--- src/rtl/v_value_pkg.sv ---
// Shared types and default widths for the v-value read path.
//   DATA_WIDTH / ADDR_WIDTH : default width of one v value and the RAM address
//   rd_state_t              : burst reader FSM states
//   fifo_entry_t            : one output FIFO entry at the default width
package v_value_pkg;

  localparam int unsigned DATA_WIDTH = 8;
  localparam int unsigned ADDR_WIDTH = 7;

  typedef enum logic [1:0] {
    StIdle,
    StRun,
    StDrain,
    StDone
  } rd_state_t;

  typedef struct packed {
    logic [DATA_WIDTH-1:0] data;
    logic                  last;
  } fifo_entry_t;

endpackage

--- src/rtl/v_value_stream_reader_if.sv ---
// Valid/ready stream carrying v values from the reader to the residual consumer.
//   out_data  : streamed v value (FIFO head)
//   out_valid : out_data valid
//   out_ready : consumer accepts; transfer = out_valid & out_ready
//   out_last  : final word of the burst
// master = reader side, slave = consumer side.
interface v_value_stream_reader_if #(
  parameter int unsigned DATA_WIDTH = 8
);

  logic [DATA_WIDTH-1:0] out_data;
  logic                  out_valid;
  logic                  out_ready;
  logic                  out_last;

  modport master (
    output out_data,
    output out_valid,
    output out_last,
    input  out_ready
  );

  modport slave (
    input  out_data,
    input  out_valid,
    input  out_last,
    output out_ready
  );

endinterface

--- src/rtl/v_rd_skid_fifo.sv ---
// Small synchronous FIFO used as the reader's output buffer.
//   clk_i, rst_ni : clock, synchronous active-low reset
//   push_i/wdata_i: write one entry (caller guarantees not full)
//   pop_i         : drop the head entry (caller guarantees not empty)
//   rdata_o       : head entry
//   count_o       : number of stored entries
// Simultaneous push and pop at full is legal and leaves the count unchanged.
module v_rd_skid_fifo #(
  parameter int unsigned WIDTH = 9,
  parameter int unsigned DEPTH = 3,
  localparam int unsigned PtrW = (DEPTH > 1) ? $clog2(DEPTH) : 1,
  localparam int unsigned CntW = $clog2(DEPTH + 1)
) (
  input  logic             clk_i,
  input  logic             rst_ni,
  input  logic             push_i,
  input  logic [WIDTH-1:0] wdata_i,
  input  logic             pop_i,
  output logic [WIDTH-1:0] rdata_o,
  output logic [CntW-1:0]  count_o
);

  logic [WIDTH-1:0] mem_q [DEPTH];
  logic [PtrW-1:0]  wr_ptr_q, rd_ptr_q;
  logic [CntW-1:0]  count_q;

  function automatic logic [PtrW-1:0] ptr_inc(input logic [PtrW-1:0] p);
    return (p == PtrW'(DEPTH - 1)) ? '0 : p + PtrW'(1);
  endfunction

  always_ff @(posedge clk_i) begin
    if (!rst_ni) begin
      for (int i = 0; i < int'(DEPTH); i++) mem_q[i] <= '0;
      wr_ptr_q <= '0;
      rd_ptr_q <= '0;
      count_q  <= '0;
    end else begin
      if (push_i) begin
        mem_q[wr_ptr_q] <= wdata_i;
        wr_ptr_q        <= ptr_inc(wr_ptr_q);
      end
      if (pop_i) rd_ptr_q <= ptr_inc(rd_ptr_q);
      if (push_i && !pop_i)      count_q <= count_q + CntW'(1);
      else if (!push_i && pop_i) count_q <= count_q - CntW'(1);
    end
  end

  assign rdata_o = mem_q[rd_ptr_q];
  assign count_o = count_q;

endmodule

--- src/rtl/v_value_stream_reader.sv ---
// Burst reader for the v-value RAM (1-cycle read latency, registered read address).
// On start, reads len consecutive words from base_addr (wrapping) and streams them out.
// A read issues only while FIFO occupancy plus the in-flight read leaves room, so the
// returning RAM word can always be captured.
//   clk, rst_n      : clock, synchronous active-low reset
//   start           : begin a burst (sampled only when idle)
//   base_addr, len  : first address, word count 0..2**ADDR_WIDTH
//   ram_rd_addr     : RAM read address (registered)
//   ram_q           : RAM read data for the address presented last cycle
//   wr_we/addr/data : snoop of the RAM write port
//   out_if          : valid/ready output stream (master)
//   busy, done      : burst in progress / one-cycle completion pulse
// Option V_RD_FWD_EN: a write hitting the in-flight read address in the capture cycle is
// forwarded into the FIFO instead of the stale RAM word.
module v_value_stream_reader #(
  parameter int unsigned DATA_WIDTH = v_value_pkg::DATA_WIDTH,
  parameter int unsigned ADDR_WIDTH = v_value_pkg::ADDR_WIDTH,
  parameter int unsigned FIFO_DEPTH = 3
) (
  input  logic                  clk,
  input  logic                  rst_n,
  input  logic                  start,
  input  logic [ADDR_WIDTH-1:0] base_addr,
  input  logic [ADDR_WIDTH:0]   len,
  output logic [ADDR_WIDTH-1:0] ram_rd_addr,
  input  logic [DATA_WIDTH-1:0] ram_q,
  input  logic                  wr_we,
  input  logic [ADDR_WIDTH-1:0] wr_addr,
  input  logic [DATA_WIDTH-1:0] wr_data,
  v_value_stream_reader_if.master out_if,
  output logic                  busy,
  output logic                  done
);

  import v_value_pkg::*;

  localparam int unsigned CntW = $clog2(FIFO_DEPTH + 1);

  rd_state_t             state_q, state_d;
  logic [ADDR_WIDTH-1:0] rd_ptr_q, rd_ptr_d;
  logic [ADDR_WIDTH:0]   remaining_q, remaining_d;
  logic                  inflight_q, inflight_last_q;
  logic                  issue, pop, head_last;
  logic [DATA_WIDTH-1:0] cap_data, head_data;
  logic [DATA_WIDTH:0]   fifo_rdata;
  logic [CntW-1:0]       fifo_count;
  logic [CntW:0]         occupancy;

  assign occupancy = {1'b0, fifo_count} + {{CntW{1'b0}}, inflight_q};

  always_comb begin
    state_d     = state_q;
    rd_ptr_d    = rd_ptr_q;
    remaining_d = remaining_q;
    issue       = 1'b0;
    unique case (state_q)
      StIdle: begin
        if (start) begin
          rd_ptr_d    = base_addr;
          remaining_d = len;
          // An empty burst still spends one busy cycle before done.
          state_d     = (len == '0) ? StDrain : StRun;
        end
      end
      StRun: begin
        if (occupancy < (CntW + 1)'(FIFO_DEPTH)) begin
          issue       = 1'b1;
          rd_ptr_d    = rd_ptr_q + ADDR_WIDTH'(1);
          remaining_d = remaining_q - (ADDR_WIDTH + 1)'(1);
          if (remaining_q == (ADDR_WIDTH + 1)'(1)) state_d = StDrain;
        end
      end
      StDrain: begin
        // Leave as the last word transfers so done lands the following cycle.
        if ((pop && head_last) || (fifo_count == '0 && !inflight_q)) state_d = StDone;
      end
      StDone:  state_d = StIdle;
      default: state_d = StIdle;
    endcase
  end

  always_ff @(posedge clk) begin
    if (!rst_n) begin
      state_q         <= StIdle;
      rd_ptr_q        <= '0;
      remaining_q     <= '0;
      inflight_q      <= 1'b0;
      inflight_last_q <= 1'b0;
    end else begin
      state_q         <= state_d;
      rd_ptr_q        <= rd_ptr_d;
      remaining_q     <= remaining_d;
      inflight_q      <= issue;
      inflight_last_q <= issue && (remaining_q == (ADDR_WIDTH + 1)'(1));
    end
  end

`ifdef V_RD_FWD_EN
  logic [ADDR_WIDTH-1:0] inflight_addr_q;

  always_ff @(posedge clk) begin
    if (!rst_n)     inflight_addr_q <= '0;
    else if (issue) inflight_addr_q <= rd_ptr_q;
  end

  assign cap_data = (wr_we && (wr_addr == inflight_addr_q)) ? wr_data : ram_q;
`else
  logic unused_wr_snoop;
  assign unused_wr_snoop = ^{wr_we, wr_addr, wr_data};
  assign cap_data        = ram_q;
`endif

  v_rd_skid_fifo #(
    .WIDTH (DATA_WIDTH + 1),
    .DEPTH (FIFO_DEPTH)
  ) u_fifo (
    .clk_i   (clk),
    .rst_ni  (rst_n),
    .push_i  (inflight_q),
    .wdata_i ({inflight_last_q, cap_data}),
    .pop_i   (pop),
    .rdata_o (fifo_rdata),
    .count_o (fifo_count)
  );

  assign head_last = fifo_rdata[DATA_WIDTH];
  assign head_data = fifo_rdata[DATA_WIDTH-1:0];

  assign out_if.out_valid = (fifo_count != '0);
  assign out_if.out_data  = out_if.out_valid ? head_data : '0;
  assign out_if.out_last  = out_if.out_valid && head_last;
  assign pop              = out_if.out_valid && out_if.out_ready;

  assign ram_rd_addr = rd_ptr_q;
  assign busy        = (state_q == StRun) || (state_q == StDrain);
  assign done        = (state_q == StDone);

endmodule

--- src/flat_wrapper.sv ---
// flat-port wrapper written by rule: the top's interface ports become plain ports
module v_value_stream_reader_flat import v_value_pkg::*;
#(
  parameter int unsigned DATA_WIDTH = v_value_pkg::DATA_WIDTH,
  parameter int unsigned ADDR_WIDTH = v_value_pkg::ADDR_WIDTH,
  parameter int unsigned FIFO_DEPTH = 3
)
  (clk, rst_n, start, base_addr, len, ram_rd_addr, ram_q, wr_we, wr_addr, wr_data, busy, done, out_if_out_data, out_if_out_valid, out_if_out_last, out_if_out_ready);
  v_value_stream_reader_if #(.DATA_WIDTH(DATA_WIDTH)) out_if_i ();
  input  logic clk;
  input  logic rst_n;
  input  logic start;
  input  logic [ADDR_WIDTH-1:0] base_addr;
  input  logic [ADDR_WIDTH:0] len;
  output logic [ADDR_WIDTH-1:0] ram_rd_addr;
  input  logic [DATA_WIDTH-1:0] ram_q;
  input  logic wr_we;
  input  logic [ADDR_WIDTH-1:0] wr_addr;
  input  logic [DATA_WIDTH-1:0] wr_data;
  output logic busy;
  output logic done;
  output wire logic [$bits(out_if_i.out_data)-1:0] out_if_out_data;
  output wire logic [$bits(out_if_i.out_valid)-1:0] out_if_out_valid;
  output wire logic [$bits(out_if_i.out_last)-1:0] out_if_out_last;
  input wire logic [$bits(out_if_i.out_ready)-1:0] out_if_out_ready;
  assign out_if_out_data = out_if_i.out_data;
  assign out_if_out_valid = out_if_i.out_valid;
  assign out_if_out_last = out_if_i.out_last;
  assign out_if_i.out_ready = out_if_out_ready;
  v_value_stream_reader #(.DATA_WIDTH(DATA_WIDTH), .ADDR_WIDTH(ADDR_WIDTH), .FIFO_DEPTH(FIFO_DEPTH)) u_core (.clk(clk), .rst_n(rst_n), .start(start), .base_addr(base_addr), .len(len), .ram_rd_addr(ram_rd_addr), .ram_q(ram_q), .wr_we(wr_we), .wr_addr(wr_addr), .wr_data(wr_data), .out_if(out_if_i), .busy(busy), .done(done));
endmodule
--- config.mk ---
export PLATFORM = sky130hd
export DESIGN_NAME = v_value_stream_reader_flat
export DESIGN_NICKNAME = d
export VERILOG_FILES = /design/src/rtl/v_value_pkg.sv /design/src/rtl/v_value_stream_reader_if.sv /design/src/rtl/v_rd_skid_fifo.sv /design/src/rtl/v_value_stream_reader.sv /design/src/flat_wrapper.sv
export SDC_FILE = /design/constraint.sdc
export NUM_CORES = 1
export LEC_CHECK = 0
export BUFFER_PORTS_ARGS = -buffer_cell sky130_fd_sc_hd__buf_2
export CAP_MARGIN = 15
export CORE_MARGIN = 2
export CORE_UTILIZATION = 45
export CTS_CLUSTER_DIAMETER = 40
export DETAILED_ROUTE_END_ITERATION = 10
export PLACE_DENSITY = 0.7
export SKIP_LAST_GASP = 1
export SYNTH_ARGS = -nofsm -noshare
export SYNTH_HDL_FRONTEND = slang
export SYNTH_SLANG_ARGS = --single-unit
--- constraint.sdc ---
create_clock -name clk -period 2 [get_ports clk]
set_clock_uncertainty 0.1 [all_clocks]
set_input_delay 0.6 -clock clk [delete_from_list [all_inputs] [get_ports clk]]
set_output_delay 0.6 -clock clk [all_outputs]
set_load 0.02 [all_outputs]
# Word-level counts from Yosys, hierarchy flattened
# Memories as Yosys holds them, arrays and structs flattened. A register that Yosys moved wholly into a read port is not among the register bits.
# Index checks and enable logic that the tools add are counted.
# totals
out_inout_bits,19
memories,1
input_bits,43
mem_bits_rw,27
ff_bits,25
elab_cells,75
# op_classes
add_sub_neg,7
n_eq_ne,10
n_lt_le_gt_ge,1
mux,28
n_reduce_logical,20
# mem_list
memory,words,word_bits,read_ports,rd_clocked_by_memory_dff,write_ports,line_no,rtl
u_core.u_fifo.mem_q,3,9,1,1,3,v_rd_skid_fifo.sv:23,logic [WIDTH-1:0] mem_q [DEPTH];
# ops
op,n
$mux W2,12
$mux W8,3
$pmux W8 S2,1
$mux W7,2
$pmux W7 S2,1
$mux W9,1
$reduce_or A9 Y1,1
$eq A2 B2 Y1 const B,4
$eq A8 B1 Y1 const B,1
$logic_not A8 Y1,1
$pmux W2 S4,1
$sub A8 B1 Y8 const B,1
$add A7 B1 Y7 const B,1
$logic_and A1 B1 Y1,7
$mux W1,7
$add A2 B1 Y2 const B,3
$ne A2 B1 Y1 const B,3
$reduce_bool A2 Y1,3
$logic_not A2 Y1,2
$reduce_and A4 Y1,1
$add A2 B1 Y3,1
$lt A3 B2 Y1 const B,1
$reduce_and A3 Y1,1
$eq A2 B1 Y1 const B,1
4 further kinds,6

# Depth between registers and ports, before layout
# logic_depth
word_depth,6
mapped_depth,8
depth_no_buf,6

# Modules after synthesis
# Synthesis repeated with hierarchy kept, for this count alone.
# unflattened
hier_cells,277
area_unflattened_um2,3129.3
# modules_own_cells
module,n_inst,cells_per_inst,seq_area_each_um2,area_each_um2
v_rd_skid_fifo,1,113,1241.2,1830.5
v_value_stream_reader,1,164,380.4,1298.7

# Least setup slack after synthesis
# No wires, ideal clock.
# synth_path
path_kind,reg-to-reg
start,"register u_core.u_fifo.count_q[0], in the netlist u_core.u_fifo.count_o[0]"
end,register u_core.state_q[1]
arrival_time_ns,1.817
path_slack_ns,-0.039
path_stages_with_launch,7
synth_period_minus_slack_ns,2.039
path_buffers,0
cell_sequence,dfxtp_1 -> ha_1 -> ha_1 -> a21oi_1 -> a41oi_1 -> or3_1 -> o311a_1
# synth_via
elab_chain_len,6
word_cells_on_any_way,11
# synth_rtl
item,line_no,rtl
"start, declared",v_rd_skid_fifo.sv:25,logic [CntW-1:0] count_q;
"start signal, assigned",v_rd_skid_fifo.sv:43,if (push_i && !pop_i) count_q <= count_q + CntW'(1);
"start signal, assigned",v_rd_skid_fifo.sv:44,else if (!push_i && pop_i) count_q <= count_q - CntW'(1);
branches (longest 5 deep; another with $add A2 B1 Y3),-,
$reduce_and A4 Y1 (no line) (*),-,
"end signal, assigned",v_value_stream_reader.sv:84,state_q <= StIdle;
"end signal, assigned",v_value_stream_reader.sv:90,state_q <= state_d;
"end, declared",v_value_stream_reader.sv:39,"rd_state_t state_q, state_d;"
# Mark *: on every way between the ends.
# A chain may end at the register's enable or synchronous reset.

==> run summary <==
- finished, violations left — result of the run
- setup timing — failing checks
- 9 — final setup violating endpoints
- yes — RSZ-0062 raised after global routing
- 2372 — total via count after detailed routing
- 1300 ps — required time worst endpoint
- 6790 um^2 — Floorplan Core Area
- 63 — FF+latch count, synth
- 0 — Post-CTS Hold Fix Bufs
- yes — CTS tree
- 15.0 um — per-cell routed wire length
- 4510 um — sum of net half-perimeters after detailed placement
- 26 — pin count of the biggest net entering global routing
- 11000 um — wire length of the first global-routing pass
- 37.0% — fraction of layout instances using a drive strength above 1
- 0.428 GHz — maximum achievable frequency
- clkbuf_8 — CTS root buf
- 1320 nW/um^2 — power per cell area
- 45 — Port Buffer Count
- 0 — total of max-cap violations
- 5.27 — via density per instance
- 18.9% — global router's overall resource usage
- 330 — Synthesized Nets
- 7670 um^2 — total die area
- 91 — number of design-rule violations left by the first detailed-router iteration
- 340 ps — insertion delay to the later sink of the worst-skew pair
- 28.5% — layout overhead on the synthesized area
- 117% — share of the clock period used by the worst path after layout
- 9 — clock buffers created by TritonCTS
- 3140 um^2 — Mapped Area
- 87.6 um — vertical extent of the die
- 363 ps — Fin Hold WS
- 6760 um — aggregate routed wire length
- 403 — Net count, final
- 1640 ps — Worst Path Arrival
- -79.0 ps — worst slack after detailed placement
- 0 — post-detailed-route count of antenna-violating nets
- 0 — max-slew violation count
- 0 — number of antenna violations at the first check in global routing
- 0 — total DRC errors in the routed layout
- 1.62 nW — Leakage Power
- 90 ps — setup slack, reg-to-reg
- 0 — Final Hold Violating Endpoints
- 30 — count of standard-cell rows
- 11.4 um^2 — mean cell area of the mapped netlist
- output pin — crit path capture type
- 0.795 — Final Wtd Congestion
- 276 — Gate Count Post-Synth
- 59.5% — Final Core Density
- -335 ps — fin worst setup slack
- 0 — Syn. warnings
- 5 — top fanout value on the critical path
- flop — critical path startpoint category
- reg2out — path type of the worst setup path
- 2 — Clock Path Buffers
- 68.9% — worst slew slack as a fraction of its limit
- 5.35 mW — Overall Power
- 2340 ps — Min Clock Period, post-route
- 70 ps — register clock-pin slew on the reported worst setup and hold paths
- 87.6 um — horizontal extent of the die
- 462 ps — actual slew at the worst max-slew pin
- 46.3% — effective utilization at floorplan
- 51.6% — portion of the post-synthesis area used by sequential elements
- in2reg — classification of the worst-slack hold path
- 0 — number of diodes added for antenna fixing
- 0.788 mV — largest voltage drop on the vdd net
- 0 — total congestion overflow
- 63 — number of clock sinks
- 3 — CTS H-tree depth
- buf_2 (36), edfxtp_1 (36), and2_1 (30), buf_4 (27), dfxtp_1 (20) — leading cell types in the layout, fill and taps excluded
- 62 — I/O pin count
- 46 — number of distinct library cells after synthesis
- 2315 — via count of the first global-routing pass
- 4 — detailed-routing iteration count for the pre-antenna-repair pass
## cell type report
type,count,area (um^2)
well taps,96,120
fillers,562,2750
clock buffers,9,124
flip-flops and latches,63,1630
multi-input cells,194,1510
repair buffers,74,532
clock inverters,7,96.3
inverters,7,26.3
## report_power, final
group | total [mW] | switching (mW) | internal (mW)
sequential | 1.78 | 0.195 | 1.59
clock | 1.22 | 0.519 | 0.703
combinational | 2.34 | 1.18 | 1.16
total | 5.35 | 1.89 | 3.46
## final timing paths
| path | startpoint | endpoint | depth (start not counted) |
|---|---|---|---|
| setup / recovery | flop | out_if_out_last | 4 |
| setup reg to reg | u_core.u_fifo.count_o[0] | u_core.state_q[1] | 6 |
| hold / removal | ram_q[0] | u_core.u_fifo.mem_q[3][0] | 1 |
| hold reg to reg | u_core.inflight_last_q | u_core.u_fifo.mem_q[3][8] | 0 |
## sequential cells by signal (all words and copies together), names as in the netlist, named ones only
signal                  count
u_core.u_fifo.wr_ptr_q      2
u_core.remaining_q          8
u_core.u_fifo.rd_ptr_q      2
u_core.inflight_last_q      1
u_core.u_fifo.mem_q        36
u_core.u_fifo.count_o       2
u_core.ram_rd_addr          7
u_core.state_q              2
u_core.inflight_q           1
## cells in the mapped netlist (all sizes together)
cell     number  area (um^2)
a21boi       11         82.6
a21o          2         15.0
a21oi         7         35.0
a31oi         3         18.8
a41oi         1         8.76
and2         39          245
and3          1         6.26
and4          1         8.76
buf           1         11.3
clkbuf       12         46.3
dfxtp        27          541
edfxtp       36         1080
ha           11          138
inv           7         26.3
mux2i         2         20.0
mux4          9          233
nand2        15         56.3
nand2b        4         25.0
nand3         3         15.0
nand3b        2         15.0
nor2         11         41.3
nor2b         9         56.3
nor3          6         30.0
nor3b         1         7.51
nor4          7         43.8
o211a         2         20.0
o211ai        1         7.51
o21a          5         37.5
o21ai        19         95.1
o221a         3         33.8
o22a          1         8.76
o22ai         1         6.26
o2bb2ai       2         17.5
o311a         2         20.0
o311ai        1         8.76
o31ai         3         22.5
or2           1         6.26
or3           3         18.8
or3b          1         8.76
or4           1         7.51
xnor2         1         8.76
xor2          1         8.76
## repair_timing
| action | in CTS | in global routing |
|---|---|---|
| setup buffers | 0 | 0 |
| setup endpoints to repair | 14 | 14 |
| pin swaps | 11 | 5 |
| gates cloned | 2 | 0 |
| resized for setup | 40 | 16 |
## cells by family after synthesis
| kind of cell | after synthesis | synth area share, % |
|---|---|---|
| AO/OA/AOI/OAI | 64 | 13.9 |
| buffers and inverters | 20 | 2.67 |
| adder cells (fa/ha/maj) | 11 | 4.38 |
| AND/OR/NAND/NOR | 105 | 18.8 |
| XOR/XNOR | 2 | 0.557 |
| flip-flops | 63 | 51.6 |
| multiplexers | 11 | 8.04 |
## worst max-delay path, cell delays in order (launching register included)
cell	delay [ps]
dfxtp_4	390
buf_12	130
mux4_2	510
and2_4	160
buf_6	120
## layer usage
layer,share of wire (%),global-route usage (%)
met5,0,0
met4,1.3,7.55
met3,3.8,3.77
met2,50,32.2
met1,45,23.6
## stage by stage
| stage | cells | TNS (ps) | instance area [um^2] |
|---|---|---|---|
| global placement | 432 | -255 | 3670 |
| CTS | 450 | -3140 | 3980 |
| detailed placement | 432 | -390 | 3670 |
| floorplan | 276 | 0 | 3160 |
| finish | 450 | -2770 | 4040 |
| global route | 450 | -3230 | 4040 |
No activity file was read; power rests on OpenSTA's default activity.
